$ cat config.mk
export PLATFORM = sky130hd
export DESIGN_NAME = adder_sum_stage
export DESIGN_NICKNAME = d
export VERILOG_FILES = /design/src/rtl/adder_sum_stage_pkg.sv /design/src/rtl/adder_sum_logic.sv /design/src/rtl/adder_sum_stage.sv
export SDC_FILE = /design/constraint.sdc
export NUM_CORES = 1
export LEC_CHECK = 0
export ABC_AREA = 0
export BUFFER_PORTS_ARGS = -buffer_cell sky130_fd_sc_hd__buf_2
export CELL_PAD_IN_SITES_DETAIL_PLACEMENT = 2
export CELL_PAD_IN_SITES_GLOBAL_PLACEMENT = 2
export CORE_MARGIN = 5
export CORE_UTILIZATION = 21
export CTS_CLUSTER_DIAMETER = 100
export DETAILED_ROUTE_END_ITERATION = 8
export HOLD_SLACK_MARGIN = 0.05
export MAX_ROUTING_LAYER = met4
export PLACE_DENSITY_LB_ADDON = 0.1
export SETUP_SLACK_MARGIN = 0.2
export SKIP_LAST_GASP = 1
export SYNTH_ARGS = -nofsm -noshare
export SYNTH_HDL_FRONTEND = slang
export SYNTH_HIERARCHICAL = 1
export SYNTH_SLANG_ARGS = --single-unit
export TNS_END_PERCENT = 30
$ cat constraint.sdc
create_clock -name clk -period 2.3 [get_ports clk]
set_input_delay 0.69 -clock clk [delete_from_list [all_inputs] [get_ports clk]]
set_output_delay 0.69 -clock clk [all_outputs]
set_load 0.03 [all_outputs]
$ cat src/rtl/adder_sum_stage_pkg.sv
// Shared definitions for the parallel-prefix adder: operand width, result-word
// layout ({flags, sum}) and the flag-vector type.
package adder_sum_stage_pkg;

    localparam int unsigned LEN_DATA  = 64;
    localparam int unsigned LEN_FLAGS = 4;

    // Sum occupies the low LEN_DATA bits of the result word.
    localparam int unsigned OFS_SUM = 0;

    // Flag positions inside the flag vector; the vector sits directly above the sum.
    localparam int unsigned FLAG_COUT = 0;
    localparam int unsigned FLAG_OVF  = 1;
    localparam int unsigned FLAG_ZERO = 2;
    localparam int unsigned FLAG_NEG  = 3;

    // Packed so that cout lands in bit 0 and neg in bit 3.
    typedef struct packed {
        logic neg;
        logic zero;
        logic ovf;
        logic cout;
    } flags_t;

    // Absolute bit offset of a flag in a result word for a given operand width.
    function automatic int unsigned ofs_flag(input int unsigned len_data,
                                             input int unsigned flag);
        return len_data + flag;
    endfunction

endpackage

$ cat src/rtl/adder_sum_logic.sv
// Carry, sum and flag generation from resolved prefix G/P vectors.
// Purely combinational.
module adder_sum_logic
    import adder_sum_stage_pkg::*;
#(
    parameter int unsigned LEN_DATA = adder_sum_stage_pkg::LEN_DATA
) (
    input  logic [LEN_DATA-1:0] i_g,
    input  logic [LEN_DATA-1:0] i_p,
    input  logic [LEN_DATA-1:0] i_hs,
    input  logic                i_cin,
    output logic [LEN_DATA-1:0] o_sum_c,
    output flags_t              o_flags_c
);

    logic [LEN_DATA:0]   w_carry;
    logic [LEN_DATA-1:0] w_sum;

    // Carry into bit i is the group generate of [i-1:0], or its propagate with cin.
    assign w_carry[0]          = i_cin;
    assign w_carry[LEN_DATA:1] = i_g | (i_p & {LEN_DATA{i_cin}});

    assign w_sum = i_hs ^ w_carry[LEN_DATA-1:0];

    assign o_sum_c        = w_sum;
    assign o_flags_c.cout = w_carry[LEN_DATA];
    assign o_flags_c.ovf  = w_carry[LEN_DATA] ^ w_carry[LEN_DATA-1];
    assign o_flags_c.zero = ~|w_sum;
    assign o_flags_c.neg  = w_sum[LEN_DATA-1];

endmodule

$ cat src/rtl/adder_sum_stage.sv
// Final registered stage of the prefix adder: sum/flag generation followed by
// a valid/ready output register.
// Optional macro ADDER_SUM_SKID_EN: adds a skid register so in_ready comes
// straight from a flop (two-entry buffer). Default: single output register.
module adder_sum_stage
    import adder_sum_stage_pkg::*;
#(
    parameter int unsigned LEN_DATA = adder_sum_stage_pkg::LEN_DATA
) (
    input  logic                clk,
    input  logic                rst,
    input  logic                in_valid,
    output logic                in_ready,
    input  logic [LEN_DATA-1:0] g_in,
    input  logic [LEN_DATA-1:0] p_in,
    input  logic [LEN_DATA-1:0] hs_in,
    input  logic                cin,
    output logic                out_valid,
    input  logic                out_ready,
    output logic [LEN_DATA-1:0] sum_out,
    output logic                cout,
    output logic                ovf,
    output logic                zero,
    output logic                neg
);

    localparam int unsigned LEN_RES   = LEN_DATA + LEN_FLAGS;
    localparam int unsigned OFS_COUT  = ofs_flag(LEN_DATA, FLAG_COUT);
    localparam int unsigned OFS_OVF   = ofs_flag(LEN_DATA, FLAG_OVF);
    localparam int unsigned OFS_ZERO  = ofs_flag(LEN_DATA, FLAG_ZERO);
    localparam int unsigned OFS_NEG   = ofs_flag(LEN_DATA, FLAG_NEG);

    logic [LEN_DATA-1:0] w_sum;
    flags_t              w_flags;
    logic [LEN_RES-1:0]  w_res;
    logic                w_push;
    logic                w_pop;

    logic [LEN_RES-1:0]  r_out;
    logic                r_out_valid;

    adder_sum_logic #(
        .LEN_DATA (LEN_DATA)
    ) u_logic (
        .i_g       (g_in),
        .i_p       (p_in),
        .i_hs      (hs_in),
        .i_cin     (cin),
        .o_sum_c   (w_sum),
        .o_flags_c (w_flags)
    );

    assign w_res = {w_flags, w_sum};
    assign w_pop = r_out_valid & out_ready;

`ifdef ADDER_SUM_SKID_EN

    logic [LEN_RES-1:0] r_skid;
    logic               r_skid_full;

    assign in_ready = ~r_skid_full;
    assign w_push   = in_valid & ~r_skid_full;

    // Output register plus skid entry; skid refills the output on the next pop.
    always_ff @(posedge clk or posedge rst) begin
        if (rst) begin
            r_out       <= '0;
            r_out_valid <= 1'b0;
            r_skid      <= '0;
            r_skid_full <= 1'b0;
        end else if (r_skid_full) begin
            if (w_pop) begin
                r_out       <= r_skid;
                r_skid_full <= 1'b0;
            end
        end else if (w_push) begin
            if (!r_out_valid || w_pop) begin
                r_out       <= w_res;
                r_out_valid <= 1'b1;
            end else begin
                r_skid      <= w_res;
                r_skid_full <= 1'b1;
            end
        end else if (w_pop) begin
            r_out_valid <= 1'b0;
        end
    end

`else

    assign in_ready = ~r_out_valid | out_ready;
    assign w_push   = in_valid & in_ready;

    // Single output register; a new result replaces the old one on a simultaneous pop.
    always_ff @(posedge clk or posedge rst) begin
        if (rst) begin
            r_out       <= '0;
            r_out_valid <= 1'b0;
        end else if (w_push) begin
            r_out       <= w_res;
            r_out_valid <= 1'b1;
        end else if (w_pop) begin
            r_out_valid <= 1'b0;
        end
    end

`endif

    assign out_valid = r_out_valid;
    assign sum_out   = r_out[OFS_SUM +: LEN_DATA];
    assign cout      = r_out[OFS_COUT];
    assign ovf       = r_out[OFS_OVF];
    assign zero      = r_out[OFS_ZERO];
    assign neg       = r_out[OFS_NEG];

endmodule
* Word-level counts from Yosys, hierarchy flattened
Index checks and enable logic that the tools add are counted.
** Storage, ports and cells
- Flip-flop bits (word level) :: 69
- Input bits :: 197
- Output and inout port bits :: 70
- Logic and storage cells :: 15
** Operators by class
- Mux-type cells :: 2
- Bitwise logic cells :: 8
- Reductions and logical operators :: 3
** Operators by type and width (number)
- 64-bit bitwise AND :: 1
- 64-bit bitwise OR :: 1
- 64-bit OR reduction :: 1
- 64-bit XOR :: 1
- 1-bit bitwise AND :: 2
- 1-bit 2-to-1 mux :: 2
- 2-bit nonzero test :: 1
- 1-bit logical NOT :: 1
- 1-bit inverter :: 1
- 1-bit bitwise OR :: 1
- 1-bit XOR :: 1

* Longest topological paths before layout
- Word-level depth :: 5
- Depth in mapped cells :: 8
- Gate-level depth less buffers :: 6

* Cells and area by module
The synthesis kept the hierarchy.
** Modules (own cells, without submodules)
- adder_sum_stage :: times used 1, cells each 148, area each 2656.3 sq um, sequential area each 1726.7 sq um
- adder_sum_logic :: times used 1, cells each 158, area each 1176.1 sq um, sequential area each 0.0 sq um

* Worst setup path after synthesis
No wires, ideal clock.
- Path kind :: input to register
- Start :: input port cin
- End :: register r_out[66]
- Library setup time :: 0.065 ns
- Data arrival time :: 1.932 ns
- Data required time :: 2.235 ns
- Setup slack :: 0.303 ns
- Stages on the path :: 8
- Buffers on the path :: 2
- Cell sequence :: buf_6 > buf_6 > a21oi_4 > xnor2_1 > nor4_1 > nand4_1 > nor4_2 > mux2_2
** RTL lines
- from (decl) :: line adder_sum_stage.sv:17 : input logic cin,
- to (signal assigned) :: line adder_sum_stage.sv:100 : r_out <= w_res;
- to (decl) :: line adder_sum_stage.sv:39 : logic [LEN_RES-1:0] r_out;

==> results.cfg <==
[grt]
antenna_found_initial = 2
track_usage_pct = 13.9
grt_max_degree = 39
grt_busiest_layer = met2
grt_remaining_overflow = 0
use_met1_pct = 15.1
first_global_vias = 4215
use_met2_pct = 24.1
grt_pass1_wl_mm = 22.9
grt_use_met3_pct = 5.61

[min_path]
hold_class = input port to asynchronous set/reset pin

[setup_path]
path_cells = buf_2, buf_12, buf_12, a21oi_1, xnor2_1, nor4_2, buf_4, nand4_1, nor4_2, mux2_2
cpPeakStageDelay_ns = 0.30
crit_type = input port to register
cp.depth = 10
start_kind = input port
arrival_ns = 2.39
slowest_stage = nor4_2
critical_path.max_fanout = 23
critPathTopFamily = simple AND/OR/NAND/NOR gates
cp-end-kind = register
rr_worst_depth = 4
crit_buf_inv = 4
required_ns = 2.57

[power]
ir_drop_uv = 328
p_per_area_nw_per_um2 = 776
cellLeakagePower_nw = 2.89
p_total_mw = 4.70

[timing]
finClkSkew_ns = 0.00528
worst_slew_pin_slew_ns = 0.503
rsz0062_at_grt = true
fin_crit_ns = 2.12
fin_crit_sh_pct = 92.2
hold_violations = 0
setup_viol = 0
relSlewSlack_pct = 66.5
finalMaxSlewViolations = 0
fmax_ghz = 0.472

[clocking]
numClockSinks = 69
cts_tree = done
cts_buffer_depth = 2
cts_root_buf = clkbuf_16
clk_latency_ns = 0.33
clk_pin_slew_ns = 0.05
numCtsBuffers = 9
cts.htree.levels = 3
post_cts_buffers = 0

[yosys]
synth_cell_types = 19
yosys-top-cells-area = dfrtp_1 (45%), xnor2_1 (15%), mux2_2 (14%), mux2_4 (7.8%), a21oi_1 (6.0%)
synth_commonest_cells = dfrtp_1 (69), xnor2_1 (64), mux2_2 (48)
seq_area_frac_synth_pct = 45.1
synthFlopType = dfrtp_1
synth_cells = 306
ys_ff_latch = 69
async_flop_share_pct = 100
synth_top_area_share_pct = 45.1
yosysWarnings = 6
synth_area_per_cell_um2 = 12.5
synth.most_common_cell = dfrtp_1
syn_nets = 503
synth_edf_count = 0
synth_area_leader_cell = dfrtp_1
syn_area_um2 = 3830

[layout]
final_nets = 812
syn2layout_area_growth_pct = 58.2
fillerInstances = 1997
final_layout_size_suffix_gt1_share_pct = 67.6
stdcell_count = 851

[job]
drv_cap = 0

[drt]
wire_per_inst_um = 17.0
drt_pass1_iterations = 4
vias = 3615
routed_via_density = 4.25
drc = 0
first_iter_violations = 41
ant_nets = 0
wirelength_mm = 14.5

[place]
dp_hpwl_mm = 12.3
gp_congestion = 0.728
port_buffers = 266
placedCellCount = 833

[floorplan]
core-area_um2 = 18000
fp.dieW_um = 145
io_pins = 267
rows = 49
fp.dieArea_um2 = 21100
die_h_um = 145
start_util_pct = 21.3

[run_status]
status = finished clean
-- report_power, final --
group	leakage (nW)	switching, mW	total [mW]	internal (mW)
combinational	1.94	1.03	1.79	0.752
sequential	0.808	0.115	1.58	1.46
clock	0.143	0.489	1.34	0.849
-- cells by family after synthesis --
group	Yosys count	synth area share [%]
AOI/OAI and AO/OA	64	10.5
xor gates and xnor gates	65	14.9
buffers and inverters	16	3.26
DFF	69	45.1
muxes	68	21.9
and+or+nand+nor	24	4.41
-- stage by stage --
step,utilization [%],TNS (ns),setup WS [ns],area [um^2],hold slack [ns]
CTS,33.6,0,0.144,6040,0.484
detailed placement,31.9,-0.394,-0.394,5740,0.488
finish,33.7,0,0.180,6060,0.472
global route,33.7,0,0.0675,6060,0.511
floorplan,-,0,0.303,3840,0.718
global placement,31.9,-0.322,-0.322,5740,0.483
-- final cells by class --
| cell class | count | area, um^2 | share of cell area (%) |
|---|---|---|---|
| diodes | 2 | 5.00 | 0.0826 |
| clock buffers | 16 | 292 | 4.81 |
| inverters | 1 | 7.51 | 0.124 |
| multi-input cells | 221 | 2000 | 33.0 |
| flip-flops and latches | 69 | 1730 | 28.5 |
| well taps | 229 | 287 | 4.73 |
| repair buffers | 313 | 1740 | 28.7 |
-- layout by cell type, fill, tap and decap left out, types with 2 or more instances in the layout --
cell | Yosys | layout
buf_12 | 0 | 4
a21oi_4 | 2 | 2
diode_2 | 0 | 2
clkbuf_8 | 0 | 4
nor4_2 | 1 | 4
nand4_1 | 4 | 4
mux2_2 | 48 | 48
mux2_4 | 20 | 20
a21oi_1 | 46 | 45
clkbuf_1 | 0 | 3
a21oi_2 | 15 | 16
buf_4 | 1 | 42
xnor2_1 | 64 | 64
clkbuf_16 | 0 | 9
dfrtp_1 | 69 | 69
buf_2 | 7 | 266
nor4_1 | 16 | 13
-- final timing paths --
check / endpoint / slack, ns / from
min reg2reg: r_out[3] / 0.50 / r_out[3]
min in group clk: r_out[3] / 0.50 / r_out[3]
min: r_out[52] / 0.47 / rst
max: r_out[66] / 0.18 / cin
max in group asynchronous: r_out[45] / 1.44 / rst
max reg2reg: r_out[9] / 0.86 / out_valid
-- state kept, by name, indices dropped and copies added, names as in the netlist --
signal	cells
r_out	68
out_valid	1
-- per-layer routing --
layer	vias up	routed length [um]
met5	-	0
met4	0	121
met3	10	1160
met2	147	7400
met1	1739	5790
li1	1719	-
-- tightest hold or removal path: stages --
cell	delay (ns)
buf_2	0.11
clkinvlp_4	0.06
buf_4	0.37
-- timing repair --
item / in CTS / in global routing
pin swaps: 3 / 1
hold buffers: 0 / 0
hold endpoints to repair: 0 / 0
endpoints found under the setup margin: 1 / 1
gates resized for setup: 3 / 3
No activity file was read; power rests on OpenSTA's default activity.
